`config.mk`:
```
export PLATFORM = sky130hd
export DESIGN_NAME = seg_scan_ctrl
export DESIGN_NICKNAME = d
export VERILOG_FILES = /design/src/rtl/seg_scan_ctrl.sv
export SDC_FILE = /design/constraint.sdc
export NUM_CORES = 1
export LEC_CHECK = 0
export ABC_AREA = 1
export BUFFER_PORTS_ARGS = -buffer_cell sky130_fd_sc_hd__buf_2
export CORE_MARGIN = 1.5
export CORE_UTILIZATION = 40
export CTS_CLUSTER_DIAMETER = 120
export DETAILED_ROUTE_END_ITERATION = 8
export GPL_TIMING_DRIVEN = 0
export SLEW_MARGIN = 5
export SYNTH_ARGS = -nofsm -noshare
export SYNTH_HDL_FRONTEND = slang
export SYNTH_SLANG_ARGS = --single-unit
```
`constraint.sdc`:
```
create_clock -name clk_i -period 4.04 [get_ports clk_i]
set_input_delay 0.808 -clock clk_i [delete_from_list [all_inputs] [get_ports clk_i]]
set_output_delay 0.808 -clock clk_i [all_outputs]
set_load 0.03 [all_outputs]
```
`src/rtl/seg_scan_ctrl.sv`:
```
// rtl/seg_scan_ctrl.sv - 4-digit multiplexed 7-segment scan controller with frame-synchronous value commit
module seg_scan_ctrl #(
    parameter int DIGIT_TICKS = 50000,
    parameter int BLANK_TICKS = 500,
    parameter int CNT_W       = 17
) (
    input  logic        clk_i,
    input  logic        reset_i,
    input  logic        enable_i,
    input  logic        lzb_i,
    input  logic        load_i,
    input  logic [15:0] data_i,
    output logic        load_ack_o,
    output logic        frame_o,
    output logic [3:0]  bcd_o,
    output logic [3:0]  an_o,
    output logic [1:0]  digit_o
);

    typedef enum logic [1:0] {
        ST_START = 2'd0,
        ST_SHOW  = 2'd1,
        ST_BLANK = 2'd2
    } state_t;

    // A zero-length gap skips BLANK entirely; the last-tick constant is then unused.
    localparam bit             HAS_BLANK  = (BLANK_TICKS > 0);
    localparam logic [CNT_W-1:0] DIGIT_LAST = CNT_W'(DIGIT_TICKS - 1);
    localparam logic [CNT_W-1:0] BLANK_LAST = CNT_W'(HAS_BLANK ? BLANK_TICKS - 1 : 0);
    localparam logic [3:0]     CODE_BLANK = 4'hF;

    // Sequencer state
    state_t           state_q, state_n;
    logic [CNT_W-1:0] cnt_q, cnt_n;
    logic [1:0]       digit_q, digit_n;

    // Display value and the value waiting for the next frame boundary
    logic [15:0]      disp_q, disp_n;
    logic [15:0]      pend_q, pend_n;
    logic             pend_vld_q, pend_vld_n;

    // Registered outputs, computed from the next state so that outputs never
    // depend combinationally on inputs.
    logic             ack_q, ack_n;
    logic             frame_q, frame_n;
    logic [3:0]       an_q, an_n;
    logic [3:0]       bcd_q, bcd_n;

    logic             boundary;

    // A frame boundary is the START cycle or the last cycle of digit 3's
    // slot (its BLANK, or its SHOW when there is no gap).
    function automatic logic is_boundary(input state_t st, input logic [1:0] dg,
                                         input logic [CNT_W-1:0] cn);
        logic last_slot;
        if (HAS_BLANK) begin
            last_slot = (st == ST_BLANK) && (dg == 2'd3) && (cn == BLANK_LAST);
        end else begin
            last_slot = (st == ST_SHOW) && (dg == 2'd3) && (cn == DIGIT_LAST);
        end
        return (st == ST_START) || last_slot;
    endfunction

    // Code sent to the decoder for digit dg, with leading zeros replaced by
    // blank when blanking is on. Digit 0 always shows its code.
    function automatic logic [3:0] eff_code(input logic [15:0] v, input logic [1:0] dg,
                                            input logic lzb);
        logic [3:0] lead_zero;
        logic [3:0] code;
        lead_zero[3] = (v[15:12] == 4'h0);
        lead_zero[2] = lead_zero[3] && (v[11:8] == 4'h0);
        lead_zero[1] = lead_zero[2] && (v[7:4] == 4'h0);
        lead_zero[0] = 1'b0;
        case (dg)
            2'd0:    code = v[3:0];
            2'd1:    code = v[7:4];
            2'd2:    code = v[11:8];
            default: code = v[15:12];
        endcase
        if (lzb && lead_zero[dg]) begin
            code = CODE_BLANK;
        end
        return code;
    endfunction

    assign boundary = is_boundary(state_q, digit_q, cnt_q);

    // Next-state, commit and output computation
    always_comb begin
        state_n    = state_q;
        cnt_n      = cnt_q;
        digit_n    = digit_q;
        disp_n     = disp_q;
        pend_n     = pend_q;
        pend_vld_n = pend_vld_q;
        ack_n      = 1'b0;
        frame_n    = 1'b0;
        an_n       = 4'b1111;
        bcd_n      = CODE_BLANK;

        // Scan sequencing
        if (!enable_i) begin
            state_n = ST_START;
            cnt_n   = '0;
            digit_n = 2'd0;
        end else begin
            case (state_q)
                ST_START: begin
                    state_n = ST_SHOW;
                    cnt_n   = '0;
                    digit_n = 2'd0;
                end
                ST_SHOW: begin
                    if (cnt_q == DIGIT_LAST) begin
                        cnt_n = '0;
                        if (HAS_BLANK) begin
                            state_n = ST_BLANK;
                        end else begin
                            state_n = ST_SHOW;
                            digit_n = digit_q + 2'd1;
                        end
                    end else begin
                        cnt_n = cnt_q + 1'b1;
                    end
                end
                ST_BLANK: begin
                    if (cnt_q == BLANK_LAST) begin
                        state_n = ST_SHOW;
                        cnt_n   = '0;
                        digit_n = digit_q + 2'd1;
                    end else begin
                        cnt_n = cnt_q + 1'b1;
                    end
                end
                default: begin
                    state_n = ST_START;
                    cnt_n   = '0;
                    digit_n = 2'd0;
                end
            endcase
        end

        // Commit only on a boundary so a frame never mixes old and new digits;
        // a same-cycle load wins over an older pending value.
        if (boundary) begin
            if (load_i) begin
                disp_n = data_i;
            end else if (pend_vld_q) begin
                disp_n = pend_q;
            end
            ack_n      = load_i || pend_vld_q;
            pend_vld_n = 1'b0;
        end else if (load_i) begin
            pend_n     = data_i;
            pend_vld_n = 1'b1;
        end

        // Outputs for the cycle that the next state describes
        frame_n = is_boundary(state_n, digit_n, cnt_n);
        if (state_n == ST_SHOW) begin
            an_n  = ~(4'b0001 << digit_n);
            bcd_n = eff_code(disp_n, digit_n, lzb_i);
        end
    end

    // State and output registers
    always_ff @(posedge clk_i) begin
        if (reset_i) begin
            state_q    <= ST_START;
            cnt_q      <= '0;
            digit_q    <= 2'd0;
            disp_q     <= 16'hFFFF;
            pend_q     <= 16'hFFFF;
            pend_vld_q <= 1'b0;
            ack_q      <= 1'b0;
            frame_q    <= 1'b0;
            an_q       <= 4'b1111;
            bcd_q      <= CODE_BLANK;
        end else begin
            state_q    <= state_n;
            cnt_q      <= cnt_n;
            digit_q    <= digit_n;
            disp_q     <= disp_n;
            pend_q     <= pend_n;
            pend_vld_q <= pend_vld_n;
            ack_q      <= ack_n;
            frame_q    <= frame_n;
            an_q       <= an_n;
            bcd_q      <= bcd_n;
        end
    end

    assign load_ack_o = ack_q;
    assign frame_o    = frame_q;
    assign an_o       = an_q;
    assign bcd_o      = bcd_q;
    assign digit_o    = digit_q;

endmodule

```
==> impl_results.md, run 1 <==
- Fillcell total: 925
- Synthesized cell area: 3510 sq um
- Final cell count without fillers: 659
- Synth area leaders: dfxtp_1 (36%), nand2_1 (16%), nor2_1 (6.3%), nand3_1 (5.6%), inv_1 (4.5%)
- Gate Count Post-Synth: 505
- Die X: 96.7 microns
- Remaining DRCs: 0
- Cells after DPL: 644
- First-pass GRT wire length: 14,500 microns
- Crit path max-delay cell type: dfxtp_1
- Crit-path max cell delay: 0.37 ns
- Initial Util: 40.7%
- Critical-path cell list: inv_1 > ha_1 > nand2_1 > inv_1 > buf_2 > nand3_1 > nor2_1 > nand2_1 > nor2_1 > nand3_1 > a21oi_1
- Routed Antenna Nets: 0
- Remaining global-route overflow: 0
- Worst R2R Start: state_q[0]$_SDFF_PP0_
- # hold bufs at CTS: 0
- Static Leakage: 1.95 nW
- Io pins: 33
- GR Util All Layers: 19.3%
- H-tree levels: 3
- Crit. Startpoint: state_q[0]$_SDFF_PP0_
- Syn nets: 532
- Largest net degree at the start of global routing: 11
- CORE AREA: 8640 sq um
- DR iter-0 viols: 127
- Crit start category: flip-flop
- Status: finished clean
- Longest Clk Path Bufs: 2
- Finished Core Util: 46.2%
- Final nets: 574
- CTS Buf Count: 9
- Setup Viol. Count Final: 0
- Worst Clk Skew: 0.0110 ns
- Seq cells post-synth: 64
- Clk sink count: 64
- Die Span Y: 96.7 microns
- R2R setup slack: 1.85 ns
- Warnings, synthesis: 0
- Worst-Margin Slew: 0.599 ns
- Worst-Skew Late Latency: 0.35 ns
- Die area: 9350 sq um
- Area leader, netlist: dfxtp_1
- Post-synthesis sequential area ratio: 36.5%
- Hold wc startpoint: disp_q[0]$_SDFF_PP1_
- Setup Fix Bufs, Post-CTS: 0
- Worst-path clk slew: 0.07 ns
- Detailed Routing Iterations Pass 1: 4
- P per Cell Area: 351 nW/um^2
- Peak VDD IR: 175 uV
- Largest fanout on the critical path: 10
- Max_slew headroom: 59.7%
- Area share of the largest cell type after synthesis: 36.5%
- Max Cap Violations: 0
- Critical Path AT: 2.46 ns
- Root buffer cell: clkbuf_8
- Worst hold path class: reg -> reg
- ANT cells: 0
- Synth cell types: 37
- Layout cell share with drive strength beyond 1: 19.4%
- Final Critical Period: 2.19 ns
- Req. time, crit path: 4.31 ns
- Hold Vio Cnt, Final: 0
- Critical path type: reg -> reg
- RSZ-0062 raised after global routing: no
- CTS tree: built
- Worst Path Buf+Inv: 3
- DR vias/cell: 4.90
- Area Overhead vs Synth: 13.6%
- Cell Rows: 34
- PortBufs: 31
- Initial antenna violation count: 0
- Final Max Tran Viols: 0
- Vias in the first global route: 3,017
- Setup tns final: 0 ns
- Final period util: 54.1%
- Peak Freq: 457 MHz
- WL final: 8540 microns
- Cts repair resizes: 0
- Critical Path End Type: flip-flop
- Drt wl/cell: 13.0 microns
- Via count: 3,232
- HPWL after detailed placement: 6510 microns
- Crit path max-delay family: simple AND/OR/NAND/NOR gates
- Routability cong.: 0.892
- Hold_ws: 0.457 ns
- Syn Area/Cell: 6.96 sq um
-- worst reg2reg max path, cell delays in order (launching register included) --
cell and delay, ns:
dfxtp_1 0.37, inv_1 0.08, ha_1 0.36, nand2_1 0.16, inv_1 0.20, buf_2 0.28
nand3_1 0.14, nor2_1 0.11, nand2_1 0.06, nor2_1 0.13, nand3_1 0.10, a21oi_1 0.14
-- cell families after synthesis --
family,Yosys count,share of synthesized area (%)
adder cells (fa/ha/maj),6,2.14
XOR/XNOR,10,2.49
flip-flops,64,36.5
buffers and inverters,73,9.22
AND/OR/NAND/NOR,304,40.9
AO/OA/AOI/OAI,48,8.80
-- layer usage --
| metal | global-route usage, % | part of all wire, % | routed length [microns] |
|---|---|---|---|
| met5 | 0 | 0 | 0 |
| met4 | 7.92 | 2.0 | 174 |
| met3 | 3.54 | 4.9 | 421 |
| met2 | 30.7 | 45 | 3850 |
| met1 | 26.0 | 48 | 4100 |
-- state kept, by name (all words and copies together), names as in the netlist --
register	cells
pend_q	16
cnt_q	17
pend_vld_q	1
disp_q	16
state_q	2
load_ack_o	1
digit_o	2
bcd_o	4
an_o	4
frame_o	1
-- final cells by class --
type                    count  area [sq um]  area share (%)
well taps                 108           135            3.39
repair buffers             31           155            3.89
multi-input cells         368          1910            47.8
plain buffers              18           116            2.92
inverters                  55           208            5.20
clock inverters             3          42.5            1.07
flip-flops and latches     64          1280            32.1
clock buffers              12           145            3.64
-- report_power, final --
| group | internal, mW | switching, mW |
|---|---|---|
| registers | 0.658 | 0.00880 |
| logic | 0.0632 | 0.121 |
| clock network | 0.298 | 0.252 |
-- path summary, 6_finish.rpt --
check / endpoint / depth (start not counted)
max: frame_o$_SDFF_PP0_ / 11
max reg2reg: frame_o$_SDFF_PP0_ / 11
min reg2reg: disp_q[0]$_SDFF_PP1_ / 2
min: disp_q[0]$_SDFF_PP1_ / 2
-- synthesized netlist by cell type --
cell type,number
buf_8,1
clkinv_1,1
nand3b_1,2
dfxtp_1,64
nand2_2,7
o21ai_1,6
buf_6,1
nand4_1,11
and2_1,1
nand2_1,153
nand3_1,39
o21bai_1,1
nor2_8,1
nand2_4,4
o211ai_1,16
nor3_1,5
ha_1,6
nor3_4,1
clkbuf_1,8
o21ai_2,7
nand3_4,2
o21ai_0,15
xnor2_1,3
inv_1,42
clkinv_2,1
xor2_1,7
nor2_1,59
buf_4,2
or2_2,5
a21oi_1,3
inv_2,11
nand2_8,1
nor2_2,4
buf_2,5
buf_12,1
nand3_2,6
nor2_4,3
-- through the flow --
| step | area, sq um | total power [mW] | setup slack [ns] |
|---|---|---|---|
| final | 3990 | 1.40 | 1.85 |
| after global routing | 3990 | 1.47 | 1.62 |
| after CTS | 3990 | 1.41 | 1.82 |
| after detailed placement | 3800 | 0.866 | 1.54 |
| after global placement | 3800 | 0.864 | 1.60 |
| after floorplan | 3510 | 0.813 | 2.00 |
-- cell usage in the layout (no fill, tap or decap), drive strengths merged, types with 2 or more instances in the layout --
cell,count
clkinv,3
nand4,11
ha,6
xnor2,3
o211ai,16
or2,5
nand2,165
inv,53
dfxtp,64
o21ai,28
nor3,6
nor2,67
nand3b,2
clkbuf,20
buf,41
xor2,7
a21oi,3
nand3,47
Note: power is estimated with default switching activity, not from simulation.
==> run 2, diff against run 1 <==
==> constraint.sdc (replaced) <==
create_clock -name clk_i -period 2.2 [get_ports clk_i]
set_input_delay 0.44 -clock clk_i [delete_from_list [all_inputs] [get_ports clk_i]]
set_output_delay 0.44 -clock clk_i [all_outputs]
set_load 0.03 [all_outputs]
==> impl_results.md, run 2 (same netlist as run 1, synthesis figures left out) <==
- Setup tns final: 0 ns
- Worst-Skew Late Latency: 0.35 ns
- Critical Path End Type: flip-flop
- Final cell count without fillers: 659
- WL final: 8530 microns
- Final Max Tran Viols: 0
- Sw Share: 27.4%
- Vias in the first global route: 3,021
- Max reg flops: 17
- Switching pwr: 706 uW
- Static Leakage: 1.94 nW
- Die area: 9350 sq um
- Io pins: 33
- Clk sink count: 64
- Die Span Y: 96.7 microns
- Drt wl/cell: 12.9 microns
- CORE AREA: 8640 sq um
- Final Critical Period: 2.05 ns
- Remaining global-route overflow: 0
- Setup Fix Bufs, Post-CTS: 0
- Biggest register: cnt_q
- Comb power frac: 13.3%
- Die X: 96.7 microns
- Longest Clk Path Bufs: 2
- Peak Freq: 488 MHz
- Max Cap Violations: 0
- Cell Rows: 34
- Most frequent cells in the layout: nand2_1 (150), dfxtp_1 (64), nor2_1 (59), inv_1 (41), nand3_1 (38)
- Status: finished clean
- Finished Core Util: 46.6%
- Pint: 1.87 mW
- Detailed Routing Iterations Pass 1: 4
- Setup Viol. Count Final: 0
- First-pass GRT wire length: 14,600 microns
- PortBufs: 31
- Via count: 3,236
- Routed Antenna Nets: 0
- GR Util All Layers: 19.4%
- Cells after DPL: 644
- Req. time, crit path: 2.42 ns
- Critical path type: reg -> reg
- HPWL after detailed placement: 6510 microns
- Commonest non-fill, non-tap cell in the layout: nand2_1
- Peak VDD IR: 333 uV
- Initial antenna violation count: 0
- Root buffer cell: clkbuf_8
- CTS tree: built
- Largest fanout on the critical path: 10
- Largest net degree at the start of global routing: 11
- CTS Buf Count: 9
- Worst hold path class: in -> reg
- Final period util: 93.2%
- Remaining DRCs: 0
- DR iter-0 viols: 141
- Final nets: 574
- Routability cong.: 0.892
- Seq pwr share: 47.4%
- Hold_ws: 0.380 ns
- # hold bufs at CTS: 0
- Critical Path AT: 2.27 ns
- P per Cell Area: 642 nW/um^2
- Initial Util: 40.7%
- Post-route cell area: 4020 sq um
- DR vias/cell: 4.91
- Worst Clk Skew: 0.00871 ns
- Area Overhead vs Synth: 14.5%
- H-tree levels: 3
- Hold Vio Cnt, Final: 0
- Crit start category: flip-flop
- Clock power frac: 39.3%
- ANT cells: 0
- Layout cell share with drive strength beyond 1: 20.7%
- Worst-Margin Slew: 0.598 ns
- Worst-path clk slew: 0.08 ns
- Cell Area, Placed: 3800 sq um
- Max_slew headroom: 60.1%
- Largest regs: cnt_q (17), disp_q (16), pend_q (16)
## run 2: power by group through the flow
stage          Clock (mW)  Combinational (mW)  Sequential, mW
2_1_floorplan           0               0.231            1.26
3_3_place_gp            0               0.337            1.25
3_5_place_dp            0               0.339            1.25
4_1_cts              1.03               0.341            1.22
5_1_grt              1.09               0.388            1.23
6_report             1.01               0.343            1.22
## run 2: path summary, 6_finish.rpt
check                   startpoint                 endpoint  slack, ns  depth (start not counted)
min reg2reg   disp_q[0]$_SDFF_PP1_     disp_q[0]$_SDFF_PP1_       0.45                          2
min                     data_i[14]  pend_q[14]$_SDFFE_PP1P_       0.38                          3
max reg2reg  state_q[0]$_SDFF_PP0_      bcd_o[2]$_SDFF_PP1_       0.15                         14
max          state_q[0]$_SDFF_PP0_      bcd_o[2]$_SDFF_PP1_       0.15                         14
## run 2: worst max-delay path: stages, from the launching register on
cell and delay (ns):
dfxtp_1 0.33, inv_1 0.14, ha_1 0.30, nand2_1 0.08, inv_1 0.09, nand3_4 0.10, nand2_8 0.13, buf_8 0.14
nand2_1 0.05, o21ai_1 0.15, inv_2 0.08, nand3_2 0.08, nand2_1 0.06, nand3_2 0.09, nand3_1 0.10
## run 2: timing repair
item / 4_1_cts / 5_1_grt
resized for setup: 1 / 8
setup endpoints to repair: 1 / 18
hold endpoints to repair: 0 / 0
## run 2: layer usage
metal | wire length, microns | vias to the layer above | global-route usage, %
met4 | 138 | 0 | 7.58
li1 | - | 1695 | -
met3 | 325 | 11 | 3.54
met1 | 4180 | 1464 | 26.0
met5 | 0 | - | 0
met2 | 3900 | 66 | 30.9
## run 2: layout make-up
class / instances / area (sq um)
tap: 108 / 135
fill: 920 / 4610
multi-input combinational: 368 / 1940
buffer: 18 / 119
sequential: 64 / 1280
clock inverter: 3 / 42.5
timing repair buffer: 31 / 155
inverter: 55 / 208
clock buffer: 12 / 145
## run 2: stage by stage
step	power, mW	setup slack (ns)
final	2.58	0.150
after global routing	2.70	-0.0166
after CTS	2.60	0.00474
after detailed placement	1.59	0.00372
after global placement	1.59	0.0188
after floorplan	1.49	0.424
